File: src/rtl/jam_pkg.sv
// jam_pkg: shared widths and host state encoding for the JAM cost host
package jam_pkg;
  localparam int COST_W = 7;
  localparam int MC_W = 4;
  localparam int MIN_W = 10;
  localparam int N_ENTRIES = 64;
  localparam int IDX_W = 6;
  typedef enum logic [2:0] {
    S_IDLE,
    S_LOAD,
    S_RUN,
    S_DONE,
    S_TMO
  } jam_host_state_t;
endpackage

File: src/rtl/jam_cost_mem.sv
// jam_cost_mem: 64-entry cost matrix, one write port and one registered read port
module jam_cost_mem
  import jam_pkg::*;
(
  input  logic              clk_i,
  input  logic              rst_n_i,
  input  logic              we_i,
  input  logic [IDX_W-1:0]  wr_idx_i,
  input  logic [COST_W-1:0] wr_data_i,
  input  logic              en_i,
  input  logic [IDX_W-1:0]  rd_addr_i,
  output logic [COST_W-1:0] rd_data_o
);
  logic [COST_W-1:0] mem_q [N_ENTRIES];
  logic [COST_W-1:0] rd_q;
  always_ff @(posedge clk_i) begin
    if (we_i) mem_q[wr_idx_i] <= wr_data_i;
  end
  always_ff @(posedge clk_i or negedge rst_n_i) begin
    if (!rst_n_i) rd_q <= '0;
    else if (en_i) rd_q <= mem_q[rd_addr_i];
  end
  assign rd_data_o = rd_q;
endmodule

File: src/rtl/jam_cost_host.sv
// jam_cost_host: loads the cost matrix, releases the JAM core, serves Cost and captures its result
module jam_cost_host
  import jam_pkg::*;
#(
  parameter int unsigned TIMEOUT_CYC = 65535,
  parameter int          CYC_W = 20
) (
  input  logic              CLK,
  input  logic              RST,
  input  logic              start,
  input  logic              ld_valid,
  output logic              ld_ready,
  input  logic [COST_W-1:0] ld_data,
  output logic              jam_rst_n,
  input  logic [2:0]        W,
  input  logic [2:0]        J,
  output logic [COST_W-1:0] Cost,
  input  logic [MC_W-1:0]   MatchCount,
  input  logic [MIN_W-1:0]  MinCost,
  input  logic              Valid,
  output logic [MC_W-1:0]   res_match,
  output logic [MIN_W-1:0]  res_min,
  output logic [CYC_W-1:0]  res_cycles,
  output logic              done,
  output logic              timeout,
  output logic              busy
);
  jam_host_state_t   state_q, state_d;
  logic [IDX_W-1:0]  idx_q, idx_d;
  logic [CYC_W-1:0]  cnt_q, cnt_d;
  logic              cap;
  logic [MC_W-1:0]   res_match_q;
  logic [MIN_W-1:0]  res_min_q;
  logic [CYC_W-1:0]  res_cycles_q;
  logic              ld_ready_q, run_q, done_q, timeout_q, busy_q;
  logic [COST_W-1:0] rd_data;

  always_comb begin
    state_d = state_q;
    idx_d = idx_q;
    cnt_d = run_q ? cnt_q + CYC_W'(1) : '0;
    cap = 1'b0;
    case (state_q)
      S_IDLE, S_DONE, S_TMO: begin
        if (start) begin
          state_d = S_LOAD;
          idx_d = '0;
        end
      end
      S_LOAD: begin
        if (ld_valid) begin
          idx_d = idx_q + IDX_W'(1);
          if (idx_q == IDX_W'(N_ENTRIES - 1)) state_d = S_RUN;
        end
      end
      S_RUN: begin
        // a result arriving on the timeout cycle still counts as success
        if (Valid) begin
          state_d = S_DONE;
          cap = 1'b1;
        end else if (cnt_q == CYC_W'(TIMEOUT_CYC)) state_d = S_TMO;
      end
      default: state_d = S_IDLE;
    endcase
  end

  always_ff @(posedge CLK or negedge RST) begin
    if (!RST) begin
      state_q <= S_IDLE;
      idx_q <= '0;
      cnt_q <= '0;
      res_match_q <= '0;
      res_min_q <= '0;
      res_cycles_q <= '0;
      ld_ready_q <= 1'b0;
      run_q <= 1'b0;
      done_q <= 1'b0;
      timeout_q <= 1'b0;
      busy_q <= 1'b0;
    end else begin
      state_q <= state_d;
      idx_q <= idx_d;
      cnt_q <= cnt_d;
      if (cap) begin
        res_match_q <= MatchCount;
        res_min_q <= MinCost;
        res_cycles_q <= cnt_q;
      end
      ld_ready_q <= state_d == S_LOAD;
      run_q <= state_d == S_RUN;
      done_q <= state_d == S_DONE;
      timeout_q <= state_d == S_TMO;
      busy_q <= state_d == S_LOAD || state_d == S_RUN;
    end
  end

  jam_cost_mem u_mem (
    .clk_i     (CLK),
    .rst_n_i   (RST),
    .we_i      (ld_ready_q && ld_valid),
    .wr_idx_i  (idx_q),
    .wr_data_i (ld_data),
    .en_i      (run_q),
    .rd_addr_i ({W, J}),
    .rd_data_o (rd_data)
  );

  assign Cost = run_q ? rd_data : '0;
  assign ld_ready = ld_ready_q;
  assign jam_rst_n = run_q;
  assign res_match = res_match_q;
  assign res_min = res_min_q;
  assign res_cycles = res_cycles_q;
  assign done = done_q;
  assign timeout = timeout_q;
  assign busy = busy_q;
endmodule
File: config.mk
export PLATFORM = sky130hd
export DESIGN_NAME = jam_cost_host
export DESIGN_NICKNAME = d
export VERILOG_FILES = /design/src/rtl/jam_pkg.sv /design/src/rtl/jam_cost_mem.sv /design/src/rtl/jam_cost_host.sv
export SDC_FILE = /design/constraint.sdc
export NUM_CORES = 1
export LEC_CHECK = 0
export ABC_AREA = 0
export BUFFER_PORTS_ARGS = -buffer_cell sky130_fd_sc_hd__buf_2
export CAP_MARGIN = 10
export CORE_MARGIN = 10
export CORE_UTILIZATION = 54
export CTS_CLUSTER_DIAMETER = 80
export DETAILED_ROUTE_END_ITERATION = 8
export PLACE_DENSITY_LB_ADDON = 0.2
export SLEW_MARGIN = 15
export SYNTH_ARGS = -nofsm -noshare
export SYNTH_HDL_FRONTEND = slang
export SYNTH_HIERARCHICAL = 1
export SYNTH_SLANG_ARGS = --single-unit
export TNS_END_PERCENT = 1
File: constraint.sdc
create_clock -name CLK -period 5.1 [get_ports CLK]
set_clock_uncertainty 0.1 [all_clocks]
set_input_delay 1.02 -clock CLK [delete_from_list [all_inputs] [get_ports CLK]]
set_output_delay 1.02 -clock CLK [all_outputs]
set_load 0.005 [all_outputs]
Yosys cells after proc, flatten, opt, wreduce, memory -nomap -nowiden. Memories as Yosys holds them, arrays and structs flattened. A register that Yosys moved wholly into a read port is not among the register bits. Cells that the tools add are included.

Register bits: 68. Bits in writable memories: 448. Memories kept: 1. Output and inout bits: 46. Input port bits: 32. Word-level logic and storage cells: 48.

Muxes and demuxes: 15. $add $sub $neg: 2. Reduce and logical (&&, ||, !) cells: 7. Eq/ne operators: 12.

Memories: u_mem.mem_q (words 64, bits a word 7, read ports 1, clocked after Yosys merged registers in 1, wr ports 1, RTL line jam_cost_mem.sv:14) `logic [COST_W-1:0] mem_q [N_ENTRIES];`.

Operators by type and width (count): adder 20 x 1 -> 20 bit, second input constant (1); == test 20 x 16 -> 1 bit, second input constant (1); two-way mux 20 bit (1); two-way mux 3 bit (5); == test 3 x 2 -> 1 bit, second input constant (4); two-way mux 6 bit (2); one-hot mux 6 bit (2 select lines) (1); one-hot mux 3 bit (3 select lines) (1); two-way mux 7 bit (1); adder 6 x 1 -> 6 bit, second input constant (1); == test 3 x 1 -> 1 bit, second input constant (2); == test 3 bit, second input constant (2); == test 6 bit, second input constant (1); two-way mux 1 bit (4); inequality test 2 bit, second input constant (2); logical NOT 3 bit (1); AND reduction 3 bit (1); OR reduction 3 bit (1); nonzero test 2 bit (1); logical AND 1 bit (1); logical NOT 1 bit (1); logical OR 1 bit (1).

Logic depth before layout (Yosys ltp).
Depth in word-level cells: 6. Gate-level depth with buffers: 9. Gate-level depth less buffers: 5.

Modules after synthesis. The synthesis kept the hierarchy.

Modules (own cells, without submodules): jam_cost_mem (instances 1, cells each 814, area each 17839.6 um^2, seq. area each 13628.1 um^2); jam_cost_host (instances 1, cells each 253, area each 3002.9 um^2, seq. area each 1701.6 um^2).

Least setup slack after synthesis. Ideal clock, no wire load.

Path kind: input to register. Start: input J[0]. End: register u_mem.rd_q[0] (netlist: u_mem/rd_data_o[0]), read port of u_mem.mem_q. Library setup time: 141 ps. Arrival time: 2637 ps. Slack: 2222 ps. Buffers on the path: 2. Stages on the path: 6. Data required time: 4859 ps. Cells stage by stage: buf_6 > buf_2 > mux4_2 > mux2_2 > a221oi_1 > o221ai_1.

RTL lines: start: declaration (RTL line jam_cost_host.sv:16) `input logic [2:0] J,`; end: declaration (RTL line jam_cost_mem.sv:15) `logic [COST_W-1:0] rd_q;`.

==> summary.md <==
| Metric | Value |
|---|---|
| FF-to-FF setup slack | `2.56 ns` |
| CTS resizes | `0` |
| Final antenna-violating net count | `0` |
| Post-DP HPWL | `26,600 um` |
| Drt wl/cell | `25.3 um` |
| Worst reg2reg endpoint | `u_mem/mem_q[36][5]` |
| Initial antenna violation count | `2` |
| Port Buf Inserts | `77` |
| Critical path cell sequence | `buf_6 -> buf_4 -> mux4_2 -> mux2i_1 -> a22oi_1 -> nand3_1 -> o221ai_1` |
| Vias in the first global route | `10,500` |
| Critical path data arrival time | `3.36 ns` |
| Fin. Hold Viols | `0` |
| Min Tclk post-route | `3.03 ns` |
| DR vias/cell | `6.00` |
| Power per cell area | `388 nW/um^2` |
| Gp weighted congestion | `0.777` |
| Library cells used by synthesis | `52` |
| EDFF count, synth | `448` |
| Min-Delay Path Depth | `1` |
| M2 GR Usage | `28.7%` |
| Critical path type | `in2reg` |
| Yosys warns | `6` |
| Crit. End Element | `flop` |
| Outcome | `finished clean` |
| Largest net degree at the start of global routing | `76` |
| Total negative slack | `0 ns` |
| Fmax | `330 MHz` |
| Slew margin rel. | `23.0%` |
| Layout cells sized above 1 | `27.3%` |
| CTS clk-pin slew, worst paths | `0.06 ns` |
| DRT Wirelength | `43,400 um` |
| Seq/Total Area, Yosys | `73.6%` |
| DRC violations left | `0` |
| Initial DRT Pass Iterations | `5` |
| CTS tree | `yes` |
| Initial Util | `55.1%` |
| Mapped Cells | `1,067` |
| Clock root buffer master | `clkbuf_16` |
| Worst r2r src | `ld_ready` |
| Max Slew Vio Count | `0` |
| Final worst path period share | `59.3%` |
| Hold path endpoint | `res_cycles[7]` |
| Synthesized area | `20,800 um^2` |
| Ys async rst share | `14.3%` |
| CP required | `5.43 ns` |
| RSZ-0062 raised after global routing | `false` |
| HP Class | `reg2reg` |
| DIE AREA | `46,900 um^2` |
| Inserted Clock Buffers | `52` |
| Top FF cell, synth | `edfxtp_1` |
| Reg2Reg Depth | `4` |
| Crit start category | `primary input` |
| Cells after DPL | `1,616` |
| Most frequent cells in the layout | `edfxtp_1, mux4_2, nor2_1, dfrtp_1, buf_2` |
| Total Nets Final | `1,194` |
| Setup-failing EPs final | `0` |
| Max cap viols | `0` |
| Synthesized flop and latch total | `523` |
| Area Growth Syn to Fin | `11.8%` |
| Worst hold start | `res_cycles[7]` |
| Avg Inst Size Synth | `19.5 um^2` |
| Most common cell after layout, fill and taps aside | `edfxtp_1` |
| First-pass GRT wire length | `66,600 um` |
| Worst-skew pair later-pin latency | `0.59 ns` |
| Io pins | `78` |
| GR Util All Layers | `18.7%` |
| Overflow after GRT | `0` |
| Most Crowded Layer GR | `met2` |
| Core area | `37,800 um^2` |
| Leakage | `7.97 nW` |
| M1 GR Usage | `26.8%` |
| Non-filler cells, final | `1,716` |
| CP delay by family, top | `buffers and inverters` |
| Worst-Margin Slew | `1.15 ns` |
| Worst path max stage delay | `0.56 ns` |
| Crit path max fanout | `52` |
| Met3 Usage GRT | `3.40%` |
| CTS Sinks | `523` |
| Die Span Y | `216 um` |
| WP buf/inv | `2` |
| CP max stage cell | `mux4_2` |
| Vias | `10,300` |
| CTS Hold Bufs | `0` |
| Initial DRC count | `985` |
| Die extent in x | `216 um` |
| Postcts setup bufs | `0` |
| Syn nets | `1,101` |
| Hold_ws | `0.399 ns` |
| H-tree depth | `2` |
| Row count | `71` |
| VDD IR max | `0.242 mV` |
| Clock Path Buffers | `3` |
-- final cells by class --
class                           instances  area [um^2]
Clock buffer                           74         1440
Multi-Input combinational cell        475         5150
Antenna cell                            2         5.00
Timing Repair Buffer                   92          551
Fill cell                            2714        14500
Tap cell                              511          639
Sequential cell                       523        15300
Clock inverter                         23          131
Inverter                               16         60.1
-- worst reg2reg max path, stage by stage (launching register included) --
cell	delay, ns
dfrtp_1	0.33
and2_1	0.25
nor2b_1	0.34
nand2_1	0.38
nor2_1	0.75
-- state kept, by name, summed over array words and instances, names as in the netlist --
| name | cells |
|---|---|
| jam_rst_n | 1 |
| ld_ready | 1 |
| res_min | 10 |
| timeout | 1 |
| done | 1 |
| u_mem/rd_data_o | 7 |
| idx_q | 6 |
| cnt_q | 20 |
| res_cycles | 20 |
| res_match | 4 |
| state_q | 3 |
| busy | 1 |
| u_mem/mem_q | 448 |
-- layer usage --
metal  routed length, um  vias up  share of wire, %
met3                2920       69               6.7
met4                1010        0               2.3
met1               18700     5381                43
li1                    -     4511                 -
met5                   0        -                 0
met2               20800      327                48
-- cells by family (layout without fill, tap and decap cells) --
logic type,Yosys count,count (layout),synth area share (%)
xor gates and xnor gates,10,10,0.420
and+or+nand+nor,188,188,4.57
adders and majority gates,2,2,0.120
buffers and inverters,69,205,1.73
DFF,523,523,73.6
AOI/OAI and AO/OA,72,72,2.55
muxes,203,203,17.1
other,0,2,0
-- synth_stat cells, drive strengths merged (3+ instances only) --
library cell,number,area (um^2)
a21oi,16,80.1
a221oi,7,86.3
a22o,7,61.3
a22oi,14,105
and2,14,87.6
and4,3,26.3
buf,32,221
clkbuf,21,80.1
dfrtp,75,1880
edfxtp,448,13500
inv,15,56.3
mux2,62,698
mux2i,29,290
mux4,112,2570
nand2,18,67.6
nand2b,5,31.3
nand3,25,125
nand4,7,73.8
nor2,79,297
nor2b,7,43.8
nor3,4,20.0
o211ai,3,22.5
o21ai,12,60.1
o221ai,7,61.3
o31ai,3,22.5
or3,11,68.8
or4,4,30.0
xnor2,3,26.3
xor2,7,61.3
-- how the worst max path moves through the flow --
stage,from,endpoint,slack (ns),cells after the start
6_report,J[0],u_mem/rd_data_o[5],2.07,7
5_1_grt,J[0],u_mem/rd_data_o[5],1.89,7
4_1_cts,J[0],u_mem/rd_data_o[5],2.12,7
3_5_place_dp,J[0],u_mem/rd_data_o[3],1.50,7
3_3_place_gp,J[0],u_mem/rd_data_o[5],1.50,7
2_1_floorplan,J[0],u_mem/rd_data_o[0],2.22,6
-- where the power goes --
group / total (W) / internal [W] / switching (W)
clock: 0.00352 / 0.00200 / 0.00152
sequential: 0.00488 / 0.00478 / 0.0000961
combinational: 0.000642 / 0.000235 / 0.000408
-- through the flow --
| stage | area, um^2 | power (W) | setup WS [ns] | util (%) |
|---|---|---|---|---|
| after global routing | 23300 | 0.00936 | 1.89 | 61.6 |
| after CTS | 23300 | 0.00912 | 2.12 | 61.5 |
| after floorplan | 20800 | 0.00534 | 2.22 | - |
| after global placement | 21700 | 0.00559 | 1.50 | 57.3 |
| after detailed placement | 21700 | 0.00561 | 1.50 | 57.3 |
| final | 23300 | 0.00905 | 2.07 | 61.6 |
(Power assumes the default switching activity.)
